File: config.mk
export PLATFORM = sky130hd
export DESIGN_NAME = wordcopy_csr
export DESIGN_NICKNAME = d
export VERILOG_FILES = /design/src/rtl/wordcopy_csr.sv
export SDC_FILE = /design/constraint.sdc
export NUM_CORES = 1
export LEC_CHECK = 0
export BUFFER_PORTS_ARGS = -buffer_cell sky130_fd_sc_hd__buf_2
export CAP_MARGIN = 30
export CORE_MARGIN = 4
export CORE_UTILIZATION = 48
export DETAILED_ROUTE_END_ITERATION = 10
export PLACE_DENSITY = 0.79
export RECOVER_POWER = 50
export SLEW_MARGIN = 20
export SYNTH_ARGS = -nofsm -noshare
export SYNTH_HDL_FRONTEND = slang
export SYNTH_SLANG_ARGS = --single-unit
File: constraint.sdc
create_clock -name clk -period 2 [get_ports clk]
set_input_delay 0.3 -clock clk [delete_from_list [all_inputs] [get_ports clk]]
set_output_delay 0.3 -clock clk [all_outputs]
set_load 0.01 [all_outputs]
File: src/rtl/wordcopy_csr.sv
// wordcopy_csr: CPU-facing Avalon-MM register block that launches the SDRAM
// word-copy engine and tracks its busy/done/error status and a completion count.
// Ports: clk, rst_n (async, active-low); Avalon slave_address/read/readdata/
// write/writedata/waitrequest; engine side dest_addr, src_addr, num_words,
// enable (out) and copying (in). Optional irq output when WORDCOPY_IRQ_EN
// is defined (CTRL bit2 = interrupt enable, readable at status bit3).
module wordcopy_csr #(
    parameter int START_TIMEOUT = 16
) (
    input  logic        clk,
    input  logic        rst_n,
    input  logic [2:0]  slave_address,
    input  logic        slave_read,
    output logic [31:0] slave_readdata,
    input  logic        slave_write,
    input  logic [31:0] slave_writedata,
    output logic        slave_waitrequest,
    output logic [31:0] dest_addr,
    output logic [31:0] src_addr,
    output logic [31:0] num_words,
    output logic        enable,
    input  logic        copying
`ifdef WORDCOPY_IRQ_EN
    ,
    output logic        irq
`endif
);

    typedef enum logic [1:0] {IDLE, LAUNCH, RUN, FINISH} state_t;

    localparam int TW = (START_TIMEOUT > 2) ? $clog2(START_TIMEOUT) : 1;
    localparam logic [TW-1:0] T_LAST = TW'(START_TIMEOUT - 1);

    state_t        state;
    state_t        state_nx;
    logic [TW-1:0] timer;
    logic [31:0]   count;
    logic          done;
    logic          error;
    logic          ie;
    logic          busy;
    logic          wr_ok;
    logic          ctrl_wr;
    logic          start;
    logic          clr;
    logic          set_err;

    assign busy = (state != IDLE);

    // A start or a parameter write would disturb an in-flight copy, so it
    // is held off until the FSM is back in IDLE. Pure clear_done never stalls.
    assign slave_waitrequest = busy && slave_write &&
        ((slave_address == 3'd0 && slave_writedata[0]) ||
         slave_address == 3'd1 || slave_address == 3'd2 ||
         slave_address == 3'd3);

    assign wr_ok   = slave_write && !slave_waitrequest;
    assign ctrl_wr = wr_ok && (slave_address == 3'd0);
    assign start   = ctrl_wr && slave_writedata[0];
    assign clr     = ctrl_wr && slave_writedata[1];
    assign set_err = (state == LAUNCH) && !copying && (timer == T_LAST);

    always_comb begin
        state_nx = state;
        enable   = 1'b0;
        unique case (state)
            IDLE: begin
                // A zero count skips the engine: it would copy one word.
                if (start)
                    state_nx = (num_words == 32'd0) ? FINISH : LAUNCH;
            end
            LAUNCH: begin
                enable = 1'b1;
                if (copying)
                    state_nx = RUN;
                else if (timer == T_LAST)
                    state_nx = FINISH;
            end
            RUN: begin
                if (!copying)
                    state_nx = FINISH;
            end
            FINISH: state_nx = IDLE;
        endcase
    end

    always_ff @(posedge clk or negedge rst_n) begin
        if (!rst_n) begin
            state     <= IDLE;
            timer     <= '0;
            dest_addr <= '0;
            src_addr  <= '0;
            num_words <= '0;
            count     <= '0;
            done      <= 1'b0;
            error     <= 1'b0;
        end else begin
            state <= state_nx;
            if (state == LAUNCH)
                timer <= timer + 1'b1;
            else
                timer <= '0;
            if (wr_ok) begin
                case (slave_address)
                    3'd1: dest_addr <= {slave_writedata[31:2], 2'b00};
                    3'd2: src_addr  <= {slave_writedata[31:2], 2'b00};
                    3'd3: num_words <= slave_writedata;
                    default: ;
                endcase
            end
            // Completion beats a same-cycle clear_done.
            if (state == FINISH)
                done <= 1'b1;
            else if (start || clr)
                done <= 1'b0;
            if (set_err)
                error <= 1'b1;
            else if (start)
                error <= 1'b0;
            if (state == FINISH)
                count <= count + 32'd1;
        end
    end

`ifdef WORDCOPY_IRQ_EN
    always_ff @(posedge clk or negedge rst_n) begin
        if (!rst_n)
            ie <= 1'b0;
        else if (start)
            ie <= slave_writedata[2];
    end
    assign irq = done & ie;
`else
    assign ie = 1'b0;
`endif

    always_comb begin
        slave_readdata = '0;
        if (slave_read) begin
            case (slave_address)
                3'd0: slave_readdata = {28'd0, ie, error, done, busy};
                3'd1: slave_readdata = dest_addr;
                3'd2: slave_readdata = src_addr;
                3'd3: slave_readdata = num_words;
                3'd4: slave_readdata = count;
                default: slave_readdata = '0;
            endcase
        end
    end

endmodule

==> impl_results.md, run 1 <==
- Clk root buf: clkbuf_16
- Crit. End Element: primary output
- Drt drc: 0
- Max Slew Vio Count: 0
- Initial antenna violation count: 0
- Vias per std cell: around 5.8
- Mapped Cells: roughly 500
- DRT iter0 DRCs: between 300 and 400
- Largest family of logic cells by synthesized area: multiplexers
- Synthesis-stage register bit count: roughly 130
- Detailed-route via count: roughly 5000
- Leak: roughly 3.6 nW
- Crit-path max FO: 11
- Placed Area: approximately 0.0074 mm^2
- Grt total ovfl: 0
- Drt first pass iters: 5
- Final min period: 1.95 ns
- Die H: between 100 and 150 um
- Clk_skew: about 0.0054 ns
- Relative slew slack: a little over a fifth
- Wire per inst: 19.5 um
- Top FF cell, synth: dfrtp_1
- Htree depth: 4
- Number of port buffers: 165
- Pin count of the biggest net entering global routing: 49
- Worst-Skew Late Latency: slightly above 0.4 ns
- Die extent in x: roughly 120 um
- Fillers: 1029
- Max clock buf depth: 2
- Core area: ~0.013 mm^2
- Number of global-route vias before repair: approximately 5300
- Fmax: a little over 0.5 GHz
- Total of max-cap violations: 0
- Routed wire length: between 15000 and 20000 um
- WP depth: 6
- Pre-CTS WS: ~0.060 ns
- Mux cell area share after synthesis: roughly 18%
- Total CTS buffers: 17
- Synth unique cells: 37
- CP max stage delay: around 0.38 ns
- Post-synthesis compound-gate area fraction: between 10% and 20%
- WP buf/inv: 2
- Layout area overhead: 28.4%
- Status: complete, no violations
- Critical Path AT: 1.65 ns
- Clock sink count: 132
- EDFF count, synth: 0
- Diodes inserted: 0
- Layout cell share with drive strength beyond 1: between 30% and 40%
- Slowest CP cell: dfrtp_1
- Routability cong.: 0.882
- Period Utilization, post-route: ~98%
- Sequential area share after synthesis: between 50 and 60%
- Nets@finish: 743
- Final Instance Area: around 0.0080 mm^2
- Post-synth top area share: about 53%
- Hold path depth: 2
- Synth async-reset ratio: 100%
- Most numerous cell in the Yosys netlist: dfrtp_1
- Post-Syn Area: ~0.0062 mm^2
- Top post-synthesis cells by area: dfrtp_1 53%, mux2_2 17%, a22oi_1 7.4%
- Cell taking the most area after synthesis: dfrtp_1
- Synth Area in Simple Gates: 9.32%
- Initial Util: 49.1%
- CTS tree: yes
- Final WS setup: approximately 0.048 ns
- Sequential cell area: about 0.0033 mm^2
- Pwr Total: 11.2 mW
- Crit Path Category: flop to primary output
- Worst-Margin Slew: 1.17 ns
- Startpoint types: flop
- Avg Cell Area, Syn: approximately 12 um^2
- Crit path max-delay family: flip-flops
- Global-route wire length before repair: between 20000 and 30000 um
- Path category of the worst min-delay check: input pin to flop
- Worst-path cell chain: inv_1 -> ha_4 -> o21ai_1 -> nand2_1 -> a21oi_1 -> buf_2
- Post-route ant nets: 0
- Max VDD drop: around 0.00074 V
- # setup viols final: 0
- Pwr dens: ~1400 mW/mm^2
- Final Hold Viols: 0
- Row Count: between 40 and 50
- IO Pins: 170
- R2R cell count: 7
- Detailed Place HPWL: around 13000 um
- Multi-input logic area: 0.00277 mm^2
- Post-Synth Adder-Cell Area: around 1.2%
- Full die area: 0.0148 mm^2
- Xor/xnor share of the synthesized area: about 4.7%
- CTS clk-pin slew, worst paths: about 0.06 ns
- Top cells by count, synth: 132 x dfrtp_1, 94 x mux2_2, 61 x a22oi_1, 30 x a21oi_1, 21 x xnor2_1
- Core Util, Final: between 60% and 70%
- Total GRT Usage: a little under a quarter
- Final TNS setup: 0 ns
- RSZ-0062 raised after global routing: true
- Critical Path RT: between 1.5 and 2 ns
- Ys Warns: 0
[cell families after synthesis]
group | Yosys count
AOI/OAI and AO/OA | 100
xor gates and xnor gates | 33
adders and majority gates | 6
buffers and inverters | 41
DFF | 132
muxes | 97
other | 1
and+or+nand+nor | 102
[per-stage QoR]
stage	hold WS, ns	std cells
2_1_floorplan	0.00441	515
6_report	0.142	882
3_5_place_dp	0.261	845
4_1_cts	0.129	880
3_3_place_gp	0.256	845
5_1_grt	0.141	882
[power by group]
group | switching (mW) | leakage (nW) | internal (mW)
Sequential | 1.03 | 1.70 | 3.72
Combinational | 1.76 | 1.65 | 1.69
Clock | 1.16 | 0.273 | 1.89
Total | 3.94 | 3.62 | 7.30
[repair_timing]
item,CTS,global route
endpoints found under the setup margin,2,10
endpoints found under the hold margin,44,0
hold buffers,1,0
setup buffers,2,2
resized for setup,1,5
pin swaps,0,1
[sequential cells by signal (all words and copies together), names as in the netlist]
register   cells
timer          4
dest_addr     30
done           1
count         32
num_words     32
error          1
state          2
src_addr      30
[layout by cell type (no fill, tap or decap), types with 2 or more instances in the layout]
cell / netlist / final
xor2_1: 12 / 12
clkbuf_4: 0 / 2
nor2_1: 8 / 8
clkinvlp_4: 0 / 6
buf_4: 7 / 23
nor4_1: 7 / 7
nor2b_1: 4 / 4
xnor2_1: 21 / 21
buf_12: 0 / 5
nand2_1: 17 / 17
ha_1: 6 / 5
and2_1: 6 / 4
nand4_1: 12 / 12
nor3_2: 0 / 3
and3_1: 8 / 7
bufinv_16: 0 / 2
inv_1: 6 / 6
clkbuf_8: 0 / 2
clkbuf_16: 0 / 17
nand3_1: 16 / 16
buf_2: 10 / 110
o21ai_0: 3 / 2
mux2_1: 3 / 3
a22oi_1: 61 / 61
nor3b_2: 0 / 3
mux2_2: 94 / 94
a21oi_1: 30 / 30
and2_0: 0 / 2
nor3_1: 12 / 9
dfrtp_1: 132 / 132
clkinv_2: 0 / 4
and4_1: 2 / 2
conb_1: 1 / 4
clkbuf_1: 18 / 55
[per-layer routing]
metal	global-route usage [%]	vias up	wire [um]
met2	39.1	229	8350
met4	7.35	0	216
met1	31.5	2605	7290
met3	5.80	21	1330
met5	0	-	0
li1	-	2273	-
[worst paths after layout]
check | startpoint | end | slack [ns]
worst min-delay path | slave_writedata[23] | dest_addr[23] | 0.14
worst min register to register | timer[0] | timer[0] | 0.47
worst max-delay path | state[0] | slave_readdata[0] | 0.05
worst max register to register | state[0] | count[28] | 0.07
min in group asynchronous | rst_n | timer[0] | 0.67
max in group asynchronous | rst_n | dest_addr[25] | 0.33
[cell type report]
class,instances,share of cell area [%]
repair buffers,198,13.4
flip-flops and latches,132,41.5
clock inverters,13,1.68
multi-input cells,342,34.7
clock buffers,19,5.69
well taps,172,2.70
inverters,6,0.283
Note: power is estimated with default switching activity, not from simulation.
==> run 2: changes to the inputs <==
--- a/config.mk
+++ b/config.mk
@@ -5,12 +5,14 @@
 export SDC_FILE = /design/constraint.sdc
 export NUM_CORES = 1
 export LEC_CHECK = 0
+export ABC_AREA = 1
 export BUFFER_PORTS_ARGS = -buffer_cell sky130_fd_sc_hd__buf_2
 export CAP_MARGIN = 30
 export CORE_MARGIN = 4
 export CORE_UTILIZATION = 48
 export DETAILED_ROUTE_END_ITERATION = 10
-export PLACE_DENSITY = 0.79
+export MAX_ROUTING_LAYER = met4
+export PLACE_DENSITY = 0.78
 export RECOVER_POWER = 50
 export SLEW_MARGIN = 20
 export SYNTH_ARGS = -nofsm -noshare
==> impl_results.md, run 2 <==
- Status: complete, no violations
- Leak: 4.13 nW (+14%)
- Core area: 0.0134 mm^2 (+6.2%)
- Synth async-reset ratio: 100% (unchanged)
- Drt first pass iters: 5 (unchanged)
- Commonest cells after routing, fill and taps aside: 272 x nand2_1, 131 x dfrtp_1, 119 x inv_1
- Top FF cell, synth: dfrtp_1
- Crit. End Element: primary output
- Top post-synthesis cells by area: dfrtp_1 50%, nand2_1 15%, o21ai_1 7.1%
- Nets@finish: 1087 (+46%)
- Finished Layout Cells: 1231 (+40%)
- Clk_skew: 0.00696 ns (+0.00156 ns)
- Most numerous cell in the Yosys netlist: nand2_1
- Placed cells: 1195 (+41%)
- Crit Path Category: flop to primary output
- Routed wire length: 19600 um (+14%)
- # setup viols final: 0 (unchanged)
- Drt drc: 0 (unchanged)
- Layout area overhead: 24.7%
- Final Instance Area: 0.00832 mm^2 (+4.4%)
- Clock sink count: 132 (unchanged)
- Worst-Skew Late Latency: 0.43 ns (+0.02 ns)
- Vias per std cell: 5.21 (-10%)
- DRT iter0 DRCs: 447 (+20%)
- Post-route ant nets: 0 (unchanged)
- Met3 usage: 5.38% (-0.43 points)
- Synth unique cells: 33 (-11%)
- Final Hold Viols: 0 (unchanged)
- Worst-Margin Slew: 1.38 ns (+0.209 ns)
- Initial antenna violation count: 1 (+1)
- Critical Path RT: 1.70 ns (about the same)
- Ys Warns: 0 (unchanged)
- Clk root buf: clkbuf_16
- Number of global-route vias before repair: 6171 (+17%)
- Top cells by count, synth: 272 x nand2_1, 132 x dfrtp_1, 119 x inv_1, 95 x o21ai_1, 47 x nor2_1
- Commonest non-fill, non-tap cell in the layout: nand2_1
- IO Pins: 170 (unchanged)
- Htree depth: 4 (unchanged)
- Relative slew slack: 7.86% (-14 points)
- Top flop regs: count: 32 flops, num_words: 32 flops
- EDFF count, synth: 0 (unchanged)
- Placed Area: 0.00783 mm^2 (+5.8%)
- Startpoint types: flop
- Number of port buffers: 165 (unchanged)
- Post-synthesis compound-gate area fraction: 12.8% (+2.0 points)
- Row Count: 42 (+2.4%)
- Total of max-cap violations: 0 (unchanged)
- Post-Synth Adder-Cell Area: 1.13% (-0.084 points)
- CTS tree: yes
- Layout cell share with drive strength beyond 1: 17.5% (-22 points)
- Routability cong.: 0.918 (+4.1%)
- Met1 GRT Util: 34.3% (+2.8 points)
- Pin count of the biggest net entering global routing: 63 (+29%)
- Synthesis-stage register bit count: 132 (unchanged)
- GR peak layer: met2
- Final Hold Slack: 0.147 ns (+0.00540 ns)
- Crit-path max FO: 6 (-5)
- Detailed-route via count: 6412 (+25%)
- Grt total ovfl: 0 (unchanged)
- Fmax: 0.526 GHz (+2.7%)
- Fillers: 1196 (+16%)
- Final TNS setup: 0 ns (unchanged)
- Total CTS buffers: 17 (unchanged)
- CTS clk-pin slew, worst paths: 0.06 ns (about the same)
- Synth Area in Simple Gates: 24.2% (+15 points)
- Max VDD drop: 0.000601 V (-18%)
- Multi-input logic area: 0.00273 mm^2 (-1.2%)
- Global-route wire length before repair: 31500 um (+14%)
- Cell taking the most area after synthesis: dfrtp_1
- Sequential cell area: 0.00330 mm^2 (about the same)
- Path category of the worst min-delay check: input pin to flop
- Mux cell area share after synthesis: 0% (-18 points)
- Period Utilization, post-route: 95.0% (-2.6 points)
- Max clock buf depth: 2 (unchanged)
- Sequential area share after synthesis: 49.5% (-3.7 points)
- Post-synth top area share: 49.5% (-3.7 points)
- Avg Cell Area, Syn: 7.70 um^2 (-36%)
- Xor/xnor share of the synthesized area: 2.36% (-2.3 points)
- Mapped Cells: 866 (+69%)
- Initial Util: 49.7% (+0.60 points)
- Final min period: 1.90 ns (-0.0519 ns)
- Die extent in x: 126 um (+3.4%)
- RSZ-0062 raised after global routing: false
- Full die area: 0.0158 mm^2 (+7.0%)
- Post-Syn Area: 0.00667 mm^2 (+7.5%)
- Routing usage on met2: 39.6% (+0.45 points)
- Wire per inst: 15.9 um (-18%)
- Max Slew Vio Count: 0 (unchanged)
- Largest family of logic cells by synthesized area: simple AND/OR/NAND/NOR gates
- Die H: 126 um (+3.4%)
- Pwr dens: 1050 mW/mm^2 (-26%)
- Detailed Place HPWL: 14400 um (+14%)
- Total GRT Usage: 25.6% (+1.8 points)
- Critical Path AT: 1.60 ns (-0.05 ns)
run 2: changes by cell type after synthesis, sizes merged, moves of 29 or more:
cell   before  now
o21ai       4  121
a22oi      61    1
nor2        8   53
nand2      17  273
inv         6  122
mux2       97    0
a21oi      30    1
nand3      16   45
run 2: layout make-up:
type	count	share of cell area (%)
sequential	132	39.7
multi-input combinational	576	32.9
timing repair buffer	192	12.8
inverter	122	5.51
clock buffer	17	5.12
tap	176	2.65
clock inverter	15	1.32
antenna	1	0.0301
run 2: repair_timing:
action                                  in CTS  in global routing
hold endpoints to repair                    20                  0
resized for setup                            3                  1
endpoints found under the setup margin       2                  2
setup buffers                                1                  1
pin swaps                                    0                  0
hold buffers                                 1                  0
run 2: layer usage:
| metal | part of all wire, % | vias to the layer above |
|---|---|---|
| met3 | 6.5 | 25 |
| met5 | 0 | - |
| met4 | 1.6 | 0 |
| li1 | - | 3102 |
| met1 | 44 | 3047 |
| met2 | 47 | 238 |
run 2: metrics by stage:
| step | setup WS [ns] | power [mW] | util, % |
|---|---|---|---|
| floorplan | 0.408 | 4.88 | - |
| global placement | 0.173 | 5.89 | 58.4 |
| global route | 0.0137 | 9.17 | 62.1 |
| finish | 0.100 | 8.72 | 62.1 |
| detailed placement | 0.194 | 5.95 | 58.4 |
| CTS | 0.0187 | 8.79 | 62.6 |
run 2: kinds of logic (layout without fill, tap and decap cells):
logic type | after synthesis | after routing
and+or+nand+nor | 391 | 391
buffers and inverters | 161 | 346
AOI/OAI and AO/OA | 157 | 157
DFF | 132 | 132
xor gates and xnor gates | 18 | 18
adders and majority gates | 6 | 6
other | 1 | 5
run 2: final timing paths:
kind	startpoint	to	slack, ns	depth (start not counted)
worst max-delay path	state[1]	slave_waitrequest	0.1	6
worst min register to register	timer[0]	timer[0]	0.47	1
worst max register to register	state[0]	count[20]	0.20	9
min in group asynchronous	rst_n	src_addr[7]	0.72	2
worst min-delay path	slave_writedata[1]	num_words[1]	0.15	3
max in group asynchronous	rst_n	dest_addr[28]	0.27	3
run 2: critical path, stage by stage (launching register included):
cell and delay (ns):
dfrtp_1 0.39, inv_1 0.09, ha_2 0.20, nor2_2 0.15
o211ai_4 0.14, inv_1 0.08, buf_2 0.13
run 2: power by group:
part | switching, mW | internal, mW
clock | 1.24 | 1.59
sequential | 0.580 | 3.24
combinational | 1.27 | 0.805
==> run 3: changes to the inputs <==
--- a/config.mk
+++ b/config.mk
@@ -6,7 +6,7 @@
 export NUM_CORES = 1
 export LEC_CHECK = 0
 export ABC_AREA = 1
-export BUFFER_PORTS_ARGS = -buffer_cell sky130_fd_sc_hd__buf_2
+export BUFFER_PORTS_ARGS = -buffer_cell sky130_fd_sc_hd__buf_4
 export CAP_MARGIN = 30
 export CORE_MARGIN = 4
 export CORE_UTILIZATION = 48
==> impl_results.md, run 3 (synthesized netlist as in run 2, its figures left out) <==
- Number of global-route vias before repair: 6286 (+1.9%)
- Wire per inst: 16.5 um (+3.3%)
- # setup viols final: 0 (unchanged)
- R2R setup slack: 0.15 ns (-0.05 ns)
- Full die area: 0.0158 mm^2 (unchanged)
- RR Endpoint: count[19]
- IO Pins: 170 (unchanged)
- Top flop regs: count: 32 flops, num_words: 32 flops
- Initial Util: 49.7% (unchanged)
- Met1 Routed Length: 8760 um (+0.48%)
- Clock sink count: 132 (unchanged)
- Commonest non-fill, non-tap cell in the layout: nand2_1
- CTS tree: yes
- Drt first pass iters: 5 (unchanged)
- Initial antenna violation count: 0 (-1)
- Worst-Margin Slew: 0.840 ns (-0.542 ns)
- CTS clk-pin slew, worst paths: 0.05 ns (about the same)
- Final Hold Viols: 0 (unchanged)
- Hold path depth: 3 (unchanged)
- Max VDD drop: 0.000660 V (+9.9%)
- Placed cells: 1192 (-0.25%)
- Pwr Total: 9.28 mW (+6.4%)
- Finished Layout Cells: 1230 (-0.081%)
- Diodes inserted: 0 (-1)
- Grt total ovfl: 0 (unchanged)
- Nets@finish: 1087 (unchanged)
- Row Count: 42 (unchanged)
- Crit-path max FO: 4 (-2)
- Hold path start: slave_writedata[1]
- Htree depth: 4 (unchanged)
- Drt drc: 0 (unchanged)
- Crit. End Element: primary output
- Clk_skew: 0.00651 ns (-0.000448 ns)
- R2R cell count: 8 (-1)
- Layout area overhead: 30.0%
- Commonest cells after routing, fill and taps aside: 272 x nand2_1, 132 x dfrtp_1, 124 x buf_4
- Met3 routed WL: 1360 um (+7.7%)
- DRT iter0 DRCs: 527 (+18%)
- Status: complete, no violations
- Number of port buffers: 165 (unchanged)
- Sequential cell area: 0.00330 mm^2 (about the same)
- Clk root buf: clkbuf_16
- Global-route wire length before repair: 32800 um (+4.4%)
- Multi-input logic area: 0.00274 mm^2 (+0.41%)
- Core area: 0.0134 mm^2 (unchanged)
- Final min period: 1.92 ns (+0.0209 ns)
- Wire length on met2: 9650 um (+3.8%)
- Worst r2r src: state[1]
- Routed wire length: 20200 um (+3.2%)
- Max layer used: met4
- Fillers: 1178 (-1.5%)
- Die extent in x: 126 um (unchanged)
- Die H: 126 um (unchanged)
- Crit Path Category: flop to primary output
- Detailed-route via count: 6473 (+0.95%)
- Path category of the worst min-delay check: input pin to flop
- Total GRT Usage: 26.8% (+1.2 points)
- Max clock buf depth: 2 (unchanged)
- Total CTS buffers: 17 (unchanged)
- Final TNS setup: 0 ns (unchanged)
- Startpoint types: flop
- Leak: 4.23 nW (+2.2%)
- Routability cong.: 0.911 (-0.76%)
- Critical Path RT: 1.70 ns (about the same)
- Hold Path Sink: num_words[1]
- Layout cell share with drive strength beyond 1: 17.6% (+0.095 points)
- Vias per std cell: 5.26 (+1.0%)
- Relative slew slack: 44.0% (+36 points)
- Fmax: 0.521 GHz (-1.1%)
- Critical Path AT: 1.62 ns (+0.02 ns)
- Pwr dens: 1070 mW/mm^2 (+2.2%)
- Detailed Place HPWL: 14600 um (+1.9%)
- Worst-Skew Late Latency: 0.42 ns (about the same)
- Period Utilization, post-route: 96.0% (+1.0 points)
- Total of max-cap violations: 0 (unchanged)
- Max Slew Vio Count: 0 (unchanged)
- Post-route ant nets: 0 (unchanged)
- Pin count of the biggest net entering global routing: 54 (-14%)
-- run 3: cell type report --
type	instances	share of cell area, %
clock buffer	20	5.27
sequential	132	38.1
tap	176	2.54
inverter	122	5.29
clock inverter	12	1.78
timing repair buffer	192	15.3
multi-input combinational	576	31.7
-- run 3: worst max-delay path, cell delays in order, from the launching register on --
cell and delay, ns:
dfrtp_1 0.41, inv_1 0.11, ha_2 0.22, nor3_2 0.05
o21ai_0 0.19, inv_1 0.07, buf_4 0.14
-- run 3: worst max-delay path by stage --
stage / startpoint / end / slack [ns] / cells after the start
4_1_cts: state[1] / slave_readdata[0] / 0.005 / 6
5_1_grt: state[1] / slave_readdata[0] / -0.005 / 6
6_report: state[1] / slave_readdata[0] / 0.08 / 6
3_5_place_dp: slave_address[2] / slave_readdata[16] / 0.16 / 10
2_1_floorplan: state[0] / count[20] / 0.41 / 9
3_3_place_gp: slave_address[0] / slave_readdata[29] / 0.21 / 8
-- run 3: metal layers --
layer / up-vias / global-route usage, %
met5: - / -
met4: 0 / 9.34
met3: 40 / 5.08
met2: 259 / 40.8
met1: 3071 / 36.2
li1: 3103 / -
-- run 3: metrics by stage --
stage	setup slack [ns]	cell area (um^2)	hold WS (ns)	utilization [%]
after floorplan	0.408	6680	0.00441	-
after global placement	0.214	8210	0.176	61.3
after detailed placement	0.156	8210	0.178	61.3
after CTS	0.00461	8850	0.143	66.0
after global routing	-0.00489	8660	0.162	64.6
final	0.0791	8660	0.155	64.6
-- run 3: repair_timing --
action / 4_1_cts / 5_1_grt
setup endpoints to repair: 2 / 5
hold buffers: 1 / 0
setup buffers: 1 / 4
gates cloned: 0 / 0
resized for setup: 2 / 3
hold endpoints to repair: 13 / 0
pin swaps: 0 / 1
-- run 3: power breakdown --
part	leakage [nW]	internal [mW]	switching [mW]	total, mW
Combinational	2.22	0.966	1.30	2.26
Clock	0.304	2.03	1.17	3.19
Sequential	1.70	3.23	0.587	3.82
